File: config.mk
export PLATFORM = sky130hd
export DESIGN_NAME = wb_spider_arbiter
export DESIGN_NICKNAME = d
export VERILOG_FILES = /design/src/rtl/wb_spider_arbiter.sv
export SDC_FILE = /design/constraint.sdc
export NUM_CORES = 1
export LEC_CHECK = 0
export CAP_MARGIN = 20
export CELL_PAD_IN_SITES_DETAIL_PLACEMENT = 1
export CELL_PAD_IN_SITES_GLOBAL_PLACEMENT = 1
export CORE_MARGIN = 8
export CORE_UTILIZATION = 18
export DETAILED_ROUTE_END_ITERATION = 7
export GPL_ROUTABILITY_DRIVEN = 0
export PLACE_DENSITY_LB_ADDON = 0.1
export SLEW_MARGIN = 5
export SYNTH_ARGS = -nofsm -noshare
export SYNTH_HDL_FRONTEND = slang
export SYNTH_SLANG_ARGS = --single-unit
File: constraint.sdc
create_clock -name wb_clk -period 3.37 [get_ports wb_clk]
set_clock_uncertainty 0.05 [all_clocks]
set_input_delay 0.337 -clock wb_clk [delete_from_list [all_inputs] [get_ports wb_clk]]
set_output_delay 0.337 -clock wb_clk [all_outputs]
set_load 0.01 [all_outputs]
File: src/rtl/wb_spider_arbiter.sv
// Two-master Wishbone arbiter in front of a single shared slave.
// Alternating priority on contention, whole-tenure grants, and a stall watchdog that forces an error.
module wb_spider_arbiter #(
  parameter int unsigned AW      = 32,
  parameter int unsigned DW      = 32,
  parameter int unsigned TIMEOUT = 255
) (
  input  logic              wb_clk,
  input  logic              wb_rst,

  input  logic [AW-1:0]     m0_adr_i,
  input  logic [DW-1:0]     m0_dat_i,
  input  logic [DW/8-1:0]   m0_sel_i,
  input  logic              m0_we_i,
  input  logic              m0_cyc_i,
  input  logic              m0_stb_i,
  output logic [DW-1:0]     m0_dat_o,
  output logic              m0_ack_o,
  output logic              m0_err_o,

  input  logic [AW-1:0]     m1_adr_i,
  input  logic [DW-1:0]     m1_dat_i,
  input  logic [DW/8-1:0]   m1_sel_i,
  input  logic              m1_we_i,
  input  logic              m1_cyc_i,
  input  logic              m1_stb_i,
  output logic [DW-1:0]     m1_dat_o,
  output logic              m1_ack_o,
  output logic              m1_err_o,

  output logic [AW-1:0]     s_adr_o,
  output logic [DW-1:0]     s_dat_o,
  output logic [DW/8-1:0]   s_sel_o,
  output logic              s_we_o,
  output logic              s_cyc_o,
  output logic              s_stb_o,
  input  logic [DW-1:0]     s_dat_i,
  input  logic              s_ack_i,
  input  logic              s_err_i,

  output logic [1:0]        grant_o,
  output logic              timeout_o
);

  localparam int unsigned CW = 16;

  // Encoding doubles as the one-hot grant vector.
  typedef enum logic [1:0] {
    IDLE = 2'b00,
    GNT0 = 2'b01,
    GNT1 = 2'b10
  } state_t;

  state_t          state_q, state_d;
  logic            last_q, last_d;
  logic [CW-1:0]   stall_q, stall_d;
  logic            gnt0, gnt1;
  logic            gnt_stb;
  logic            pend;
  logic            force_err;

  assign gnt0 = (state_q == GNT0);
  assign gnt1 = (state_q == GNT1);

  // State, priority and watchdog registers.
  always_ff @(posedge wb_clk or posedge wb_rst) begin
    if (wb_rst) begin
      state_q <= IDLE;
      last_q  <= 1'b1;
      stall_q <= '0;
    end else begin
      state_q <= state_d;
      last_q  <= last_d;
      stall_q <= stall_d;
    end
  end

  // Arbitration: a grant lasts as long as the owner keeps cyc high.
  always_comb begin
    state_d = state_q;
    last_d  = last_q;
    case (state_q)
      IDLE: begin
        if (m0_cyc_i && m1_cyc_i) begin
          if (last_q) begin
            state_d = GNT0;
            last_d  = 1'b0;
          end else begin
            state_d = GNT1;
            last_d  = 1'b1;
          end
        end else if (m0_cyc_i) begin
          state_d = GNT0;
          last_d  = 1'b0;
        end else if (m1_cyc_i) begin
          state_d = GNT1;
          last_d  = 1'b1;
        end
      end
      GNT0: begin
        if (!m0_cyc_i) state_d = IDLE;
      end
      GNT1: begin
        if (!m1_cyc_i) state_d = IDLE;
      end
      default: state_d = IDLE;
    endcase
  end

  // Watchdog: counts unanswered strobe cycles; a same-cycle slave response wins over the timeout.
  always_comb begin
    gnt_stb   = (gnt0 & m0_stb_i) | (gnt1 & m1_stb_i);
    pend      = gnt_stb & ~s_ack_i & ~s_err_i;
    force_err = pend & (stall_q == CW'(TIMEOUT - 1));
    stall_d   = (pend && !force_err) ? stall_q + CW'(1) : '0;
  end

  // Request mux toward the slave.
  always_comb begin
    s_adr_o = '0;
    s_dat_o = '0;
    s_sel_o = '0;
    s_we_o  = 1'b0;
    s_cyc_o = 1'b0;
    s_stb_o = 1'b0;
    case (state_q)
      GNT0: begin
        s_adr_o = m0_adr_i;
        s_dat_o = m0_dat_i;
        s_sel_o = m0_sel_i;
        s_we_o  = m0_we_i;
        s_cyc_o = m0_cyc_i;
        s_stb_o = m0_stb_i & ~force_err;
      end
      GNT1: begin
        s_adr_o = m1_adr_i;
        s_dat_o = m1_dat_i;
        s_sel_o = m1_sel_i;
        s_we_o  = m1_we_i;
        s_cyc_o = m1_cyc_i;
        s_stb_o = m1_stb_i & ~force_err;
      end
      default: ;
    endcase
  end

  // Response routing: data is broadcast, handshakes go only to the owner.
  assign m0_dat_o  = s_dat_i;
  assign m1_dat_o  = s_dat_i;
  assign m0_ack_o  = gnt0 & s_ack_i;
  assign m1_ack_o  = gnt1 & s_ack_i;
  assign m0_err_o  = gnt0 & (s_err_i | force_err);
  assign m1_err_o  = gnt1 & (s_err_i | force_err);
  assign grant_o   = 2'(state_q);
  assign timeout_o = force_err;

endmodule

==> summary.md, run 1 <==
| Metric | Value |
|---|---|
| Status | `finished, final reports clean` |
| Cells after Synth | `between 300 and 400` |
| CTS Hold Bufs | `0` |
| Max-cap violation count | `0` |
| Setup CP Type | `reg2out` |
| Clk slew on worst S/H paths | `~0.060 ns` |
| Power Total | `0.00250 W` |
| Worst setup margin | `roughly 0.6 ns` |
| CP required | `roughly 3 ns` |
| Initial antenna violation count | `0` |
| GR peak layer | `met2` |
| Max frequency | `361 MHz` |
| Final Critical Period | `2.77 ns` |
| Arr. time, crit path | `2.38 ns` |
| Drt initial violations | `94` |
| Htree depth | `1` |
| Core Box Area | `14400 um^2` |
| Area Growth Syn to Fin | `77.1%` |
| Drt total wl | `14.3 mm` |
| Sequential share of the synthesized area | `18.2%` |
| Mapped cell area | `approximately 2600 um^2` |
| Fin. max-slew vios | `0` |
| Initial Utilization | `18.2%` |
| Critical path capture point type | `output port` |
| Syn nets | `517` |
| Filler instances | `around 1700` |
| Post-synthesis register bit count | `19` |
| CTS Sinks | `19` |
| ANT cells | `0` |
| Fraction of layout cells with a size suffix above 1 | `3.57%` |
| Met1 usage | `between 15 and 20%` |
| CTS tree | `done` |
| RSZ-0062 raised after global routing | `false` |
| Postcts setup bufs | `0` |
| R2R Setup Slk | `about 1.4 ns` |
| Root buffer cell | `clkbuf_16` |
| Setup TNS | `0 ns` |
| Die Y | `between 100 and 150 um` |
| PostCTS Resize Cnt | `0` |
| Post-layout util | `32.2%` |
| Via-to-Cell Ratio | `4.49` |
| Commonest cells after routing, fill and taps aside | `223 x clkdlybuf4s50_1, 70 x a22oi_1, 69 x nor2b_1, 18 x dfrtp_1, 17 x nor2_1` |
| CTS max path bufs | `2` |
| VDD IR max | `0.000370 V` |
| Vias in the first global route | `around 3200` |
| RR Startpoint | `grant_o[1]` |
| Die area | `about 19000 um^2` |
| Detailed-route via count | `between 2000 and 3000` |
| Largest net degree at the start of global routing | `between 70 and 80` |
| Row cnt | `44` |
| Fin. Hold Viols | `0` |
| Fin Hold WS | `0.458 ns` |
| Synth warnings | `0` |
| GRT overflow | `0` |
| Routing usage on met2 | `25.4%` |
| Hpwl dp | `between 10 and 15 mm` |
| Avg Synthesized Cell Area | `around 7.8 um^2` |
| Grt met3 use | `about 6.6%` |
| Top_reg_cell synth | `dfrtp_1` |
| DR pass1 iterations | `4` |
| Cts bufs inserted | `3` |
| Worst hold path type | `in2async` |
| EDFF count, synth | `0` |
| Global-route usage over all layers | `between 10% and 20%` |
| Pre-CTS setup slack | `roughly 0.81 ns` |
| Slew margin rel. | `around 50%` |
| Die Span X | `roughly 140 um` |
| P_leak | `around 1.5 nW` |
| Worst-Margin Slew | `between 0.7 and 0.8 ns` |
| Finish-stage setup viols | `0` |
| CP startpoint kind | `register` |
| DRT antenna net count | `0` |
| Number of remaining DRC errors | `0` |
| Io pins | `320` |
| Final Cycle Share | `between 80% and 90%` |
| First-pass GRT wire length | `~20 mm` |
| WL per Instance | `between 20 and 25 um` |
| Synth cell types | `38` |
| Worst-Skew Late Latency | `0.26 ns` |
| Critical Path Fanout Max | `71` |
| IO buf count | `~220` |
| Final nets | `660` |
| Cell Pwr Density | `approximately 540 nW/um^2` |
| Asr flop ratio synth | `100%` |
| Crit path launch | `grant_o[1]` |
| Commonest non-fill, non-tap cell in the layout | `clkdlybuf4s50_1` |
==> cell type report <==
class	count	area, um^2	share of cell area, %
Clock buffer	3	75.1	1.62
Timing Repair Buffer	226	2280	49.2
Sequential cell	19	477	10.3
Clock inverter	1	5.00	0.108
Inverter	6	22.5	0.486
Multi-Input combinational cell	221	1540	33.3
Tap cell	184	230	4.97
==> metrics by stage <==
step	cells	cell area, um^2
6_report	660	4630
5_1_grt	660	4630
4_1_cts	660	4630
3_5_place_dp	656	4550
3_3_place_gp	656	4550
2_1_floorplan	334	2620
==> cells in the mapped netlist, types with 2 or more instances <==
cell type	count	share of area, %
buf_2	3	0.57
nand3_1	4	0.77
nand4_1	6	1.4
xor2_1	5	1.7
inv_1	6	0.86
nor2b_1	69	17
nand2_1	4	0.57
and2_1	3	0.72
dfrtp_1	18	17
a22o_1	2	0.67
nor3_1	4	0.77
nor4_1	2	0.48
nor2_1	17	2.4
ha_1	5	2.4
xnor2_1	9	3.0
a21oi_1	2	0.38
nor4_2	2	0.96
clkbuf_1	14	2.0
a22oi_1	70	20
o21a_1	2	0.57
buf_4	65	19
buf_1	6	0.86
==> power breakdown <==
| part | switching, W | internal, W |
|---|---|---|
| clock network | 0.0000922 | 0.000159 |
| logic | 0.000941 | 0.00104 |
| registers | 0.0000173 | 0.000250 |
| total | 0.00105 | 0.00145 |
==> routing by layer <==
layer,wire (um),vias up
met4,68,0
li1,-,1397
met1,5210,1402
met2,7530,155
met5,0,-
met3,1520,9
==> final timing paths <==
| check | to | depth (start not counted) |
|---|---|---|
| worst max-delay path | s_sel_o[2] | 5 |
| worst min-delay path | grant_o[1] | 2 |
| worst max register to register | grant_o[1] | 7 |
| worst min register to register | stall_q[0] | 1 |
| max in group asynchronous | stall_q[12] | 2 |
| min in group wb_clk | stall_q[0] | 1 |
==> logic make-up (layout without fill, tap and decap cells) <==
kind of cell | after synthesis | in the layout | share of synthesized area [%]
buf+inv | 94 | 236 | 23.0
simple gates | 120 | 120 | 28.3
compound gates | 81 | 81 | 23.0
fa+ha+maj | 5 | 5 | 2.39
flops | 19 | 19 | 18.2
xor+xnor | 14 | 14 | 4.69
mux | 1 | 1 | 0.383
==> registers in the layout, indices dropped and copies added, names as in the netlist <==
signal,count
last_q,1
stall_q,16
grant_o,2
==> critical path: stages, from the launching register on <==
cell and delay [ns]:
dfrtp_1 0.40, inv_1 0.10, ha_1 0.28, buf_4 0.46, nor2b_1 0.26, clkdlybuf4s50_1 0.59
Note: power is estimated with default switching activity, not from simulation.
==> inputs of run 2 (changes only) <==
--- a/config.mk
+++ b/config.mk
@@ -9,7 +9,7 @@
 export CELL_PAD_IN_SITES_DETAIL_PLACEMENT = 1
 export CELL_PAD_IN_SITES_GLOBAL_PLACEMENT = 1
 export CORE_MARGIN = 8
-export CORE_UTILIZATION = 18
+export CORE_UTILIZATION = 15
 export DETAILED_ROUTE_END_ITERATION = 7
 export GPL_ROUTABILITY_DRIVEN = 0
 export PLACE_DENSITY_LB_ADDON = 0.1
==> constraint.sdc (replaced) <==
create_clock -name wb_clk -period 2.4 [get_ports wb_clk]
set_clock_uncertainty 0.05 [all_clocks]
set_input_delay 0.24 -clock wb_clk [delete_from_list [all_inputs] [get_ports wb_clk]]
set_output_delay 0.24 -clock wb_clk [all_outputs]
set_load 0.01 [all_outputs]
==> summary.md, run 2 (synthesis gave the netlist of run 1 again) <==
| Metric | Value |
|---|---|
| Status | `finished, final reports clean` |
| DP Area | `4730 um^2` |
| DR pass1 iterations | `4` |
| Cts bufs inserted | `3` |
| Critical Path Fanout Max | `17` |
| First-pass GRT wire length | `around 23 mm` |
| CTS Sinks | `19` |
| Slew margin rel. | `roughly 48%` |
| Logic pwr share | `around four fifths` |
| P_leak | `between 2 and 2.5 nW` |
| VDD IR max | `around 0.00038 V` |
| Hpwl dp | `roughly 12 mm` |
| Post-placement cell count | `approximately 700` |
| IO buf count | `roughly 220` |
| WL per Instance | `21.8 um` |
| Setup TNS | `0 ns` |
| Max-cap violation count | `0` |
| Row cnt | `48` |
| CP required | `~2.1 ns` |
| Max frequency | `around 430 MHz` |
| Final nets | `686` |
| Critical path's slowest cell | `clkdlybuf4s50_1` |
| Max FFs per register | `16` |
| Area of the multi-input gates | `around 1600 um^2` |
| Commonest non-fill, non-tap cell in the layout | `clkdlybuf4s50_1` |
| Largest net degree at the start of global routing | `35` |
| CP startpoint kind | `register` |
| Vias in the first global route | `approximately 3600` |
| DRT antenna net count | `0` |
| Io pins | `320` |
| Filler instances | `between 2000 and 2500` |
| Worst-Margin Slew | `between 0.7 and 0.8 ns` |
| Initial antenna violation count | `4` |
| Drt initial violations | `just under 90` |
| CP delay by family, top | `buffers and inverters` |
| Seq pwr share | `~9.7%` |
| Fraction of layout cells with a size suffix above 1 | `10.6%` |
| Die area | `~22000 um^2` |
| Psw | `0.00166 W` |
| Power Total | `approximately 0.0040 W` |
| Worst setup margin | `~0.085 ns` |
| Core Box Area | `around 17000 um^2` |
| Area Growth Syn to Fin | `93.7%` |
| Die Y | `between 100 and 150 um` |
| Cell Pwr Density | `approximately 790 nW/um^2` |
| Worst hold path type | `in2async` |
| Worst-Skew Late Latency | `~0.25 ns` |
| Critical path capture point type | `output port` |
| Htree depth | `1` |
| Fin. Hold Viols | `0` |
| Commonest cells after routing, fill and taps aside | `155 x clkdlybuf4s50_1, 69 x a22oi_1, 66 x nor2b_1, 47 x dlygate4sd2_1` |
| Clock power frac | `between 8 and 9%` |
| Final Cycle Share | `a little over nine tenths` |
| Cell breakdown of the critical path | `inv_2 > ha_4 > buf_16 > a22oi_1 > nor2b_1 > clkdlybuf4s50_1` |
| CP bufs+invs | `3` |
| Biggest register | `stall_q` |
| Arr. time, crit path | `slightly above 2 ns` |
| Setup CP Type | `reg2out` |
| Switch share | `roughly 41%` |
| Final Critical Period | `2.31 ns` |
| Detailed-route via count | `slightly above 3000` |
| Clk slew on worst S/H paths | `approximately 0.05 ns` |
| Finish-stage setup viols | `0` |
| Pre-CTS setup slack | `approximately 0.0054 ns` |
| Root buffer cell | `clkbuf_16` |
| CTS Hold Bufs | `0` |
| Register area | `479 um^2` |
| Number of remaining DRC errors | `0` |
| Crit-path max cell delay | `between 0.5 and 0.6 ns` |
| GRT overflow | `0` |
| Fin area | `approximately 5100 um^2` |
| CTS tree | `done` |
| CTS max path bufs | `2` |
| Int Pwr | `0.00235 W` |
| Via-to-Cell Ratio | `roughly 4.2` |
| Global-route usage over all layers | `13.5%` |
| Fin. max-slew vios | `0` |
| Post-Layout Cell Count | `728` |
| Drt total wl | `roughly 16 mm` |
| Initial Utilization | `between 10% and 20%` |
| Die Span X | `around 150 um` |
==> run 2: changes by cell type in the layout (fill, tap and decap cells not counted), sizes merged, moves of 2 or more <==
cell           change
clkdlybuf4s50     -68
dlygate4sd2       +47
buf               +22
dlymetal6s2s      +18
clkbuf             +5
bufbuf             +2
==> run 2: path summary, 6_finish.rpt <==
kind                             startpoint            to  slack [ns]  cells past startpoint
worst max-delay path             grant_o[1]   s_dat_o[24]        0.09                      6
worst min-delay path                 wb_rst    grant_o[0]        0.40                      2
worst max register to register   grant_o[1]    grant_o[1]        0.59                      7
worst min register to register   stall_q[0]    stall_q[0]        0.49                      2
max in group asynchronous            wb_rst    grant_o[1]        1.37                      2
min in group wb_clk             s_dat_i[26]  m0_dat_o[26]        0.43                      0
==> run 2: layout make-up <==
type	count	share of cell area (%)
Multi-Input combinational cell	221	31.5
Inverter	6	0.445
Timing Repair Buffer	252	51.4
Clock buffer	4	1.56
Antenna cell	1	0.0494
Tap cell	225	5.56
Sequential cell	19	9.46
==> run 2: layer usage <==
layer  track usage [%]  part of all wire (%)
met1              12.8                    34
met3              7.67                    12
met2              25.4                    54
met5                 0                  0.26
met4              1.84                  0.44
==> run 2: power by group through the flow <==
stage / Sequential [W] / Clock [W] / Combinational, W
after floorplan: 0.000382 / 0 / 0.00151
after global placement: 0.000377 / 0 / 0.00300
after detailed placement: 0.000381 / 0 / 0.00299
after CTS: 0.000388 / 0.000359 / 0.00325
after global routing: 0.000393 / 0.000373 / 0.00353
final: 0.000388 / 0.000345 / 0.00328
==> run 2: repair_timing <==
action / CTS / global route
pin swaps: 0 / 3
cloned: 4 / 2
endpoints found under the setup margin: 72 / 24
gates resized for setup: 65 / 24
buffers inserted: 2 / 4
==> run 2: per-stage QoR <==
stage / hold WS (ns) / util, %
global placement: 0.430 / 27.6
detailed placement: 0.430 / 27.6
global route: 0.430 / 29.5
finish: 0.397 / 29.5
CTS: 0.423 / 28.7
floorplan: 0.140 / -
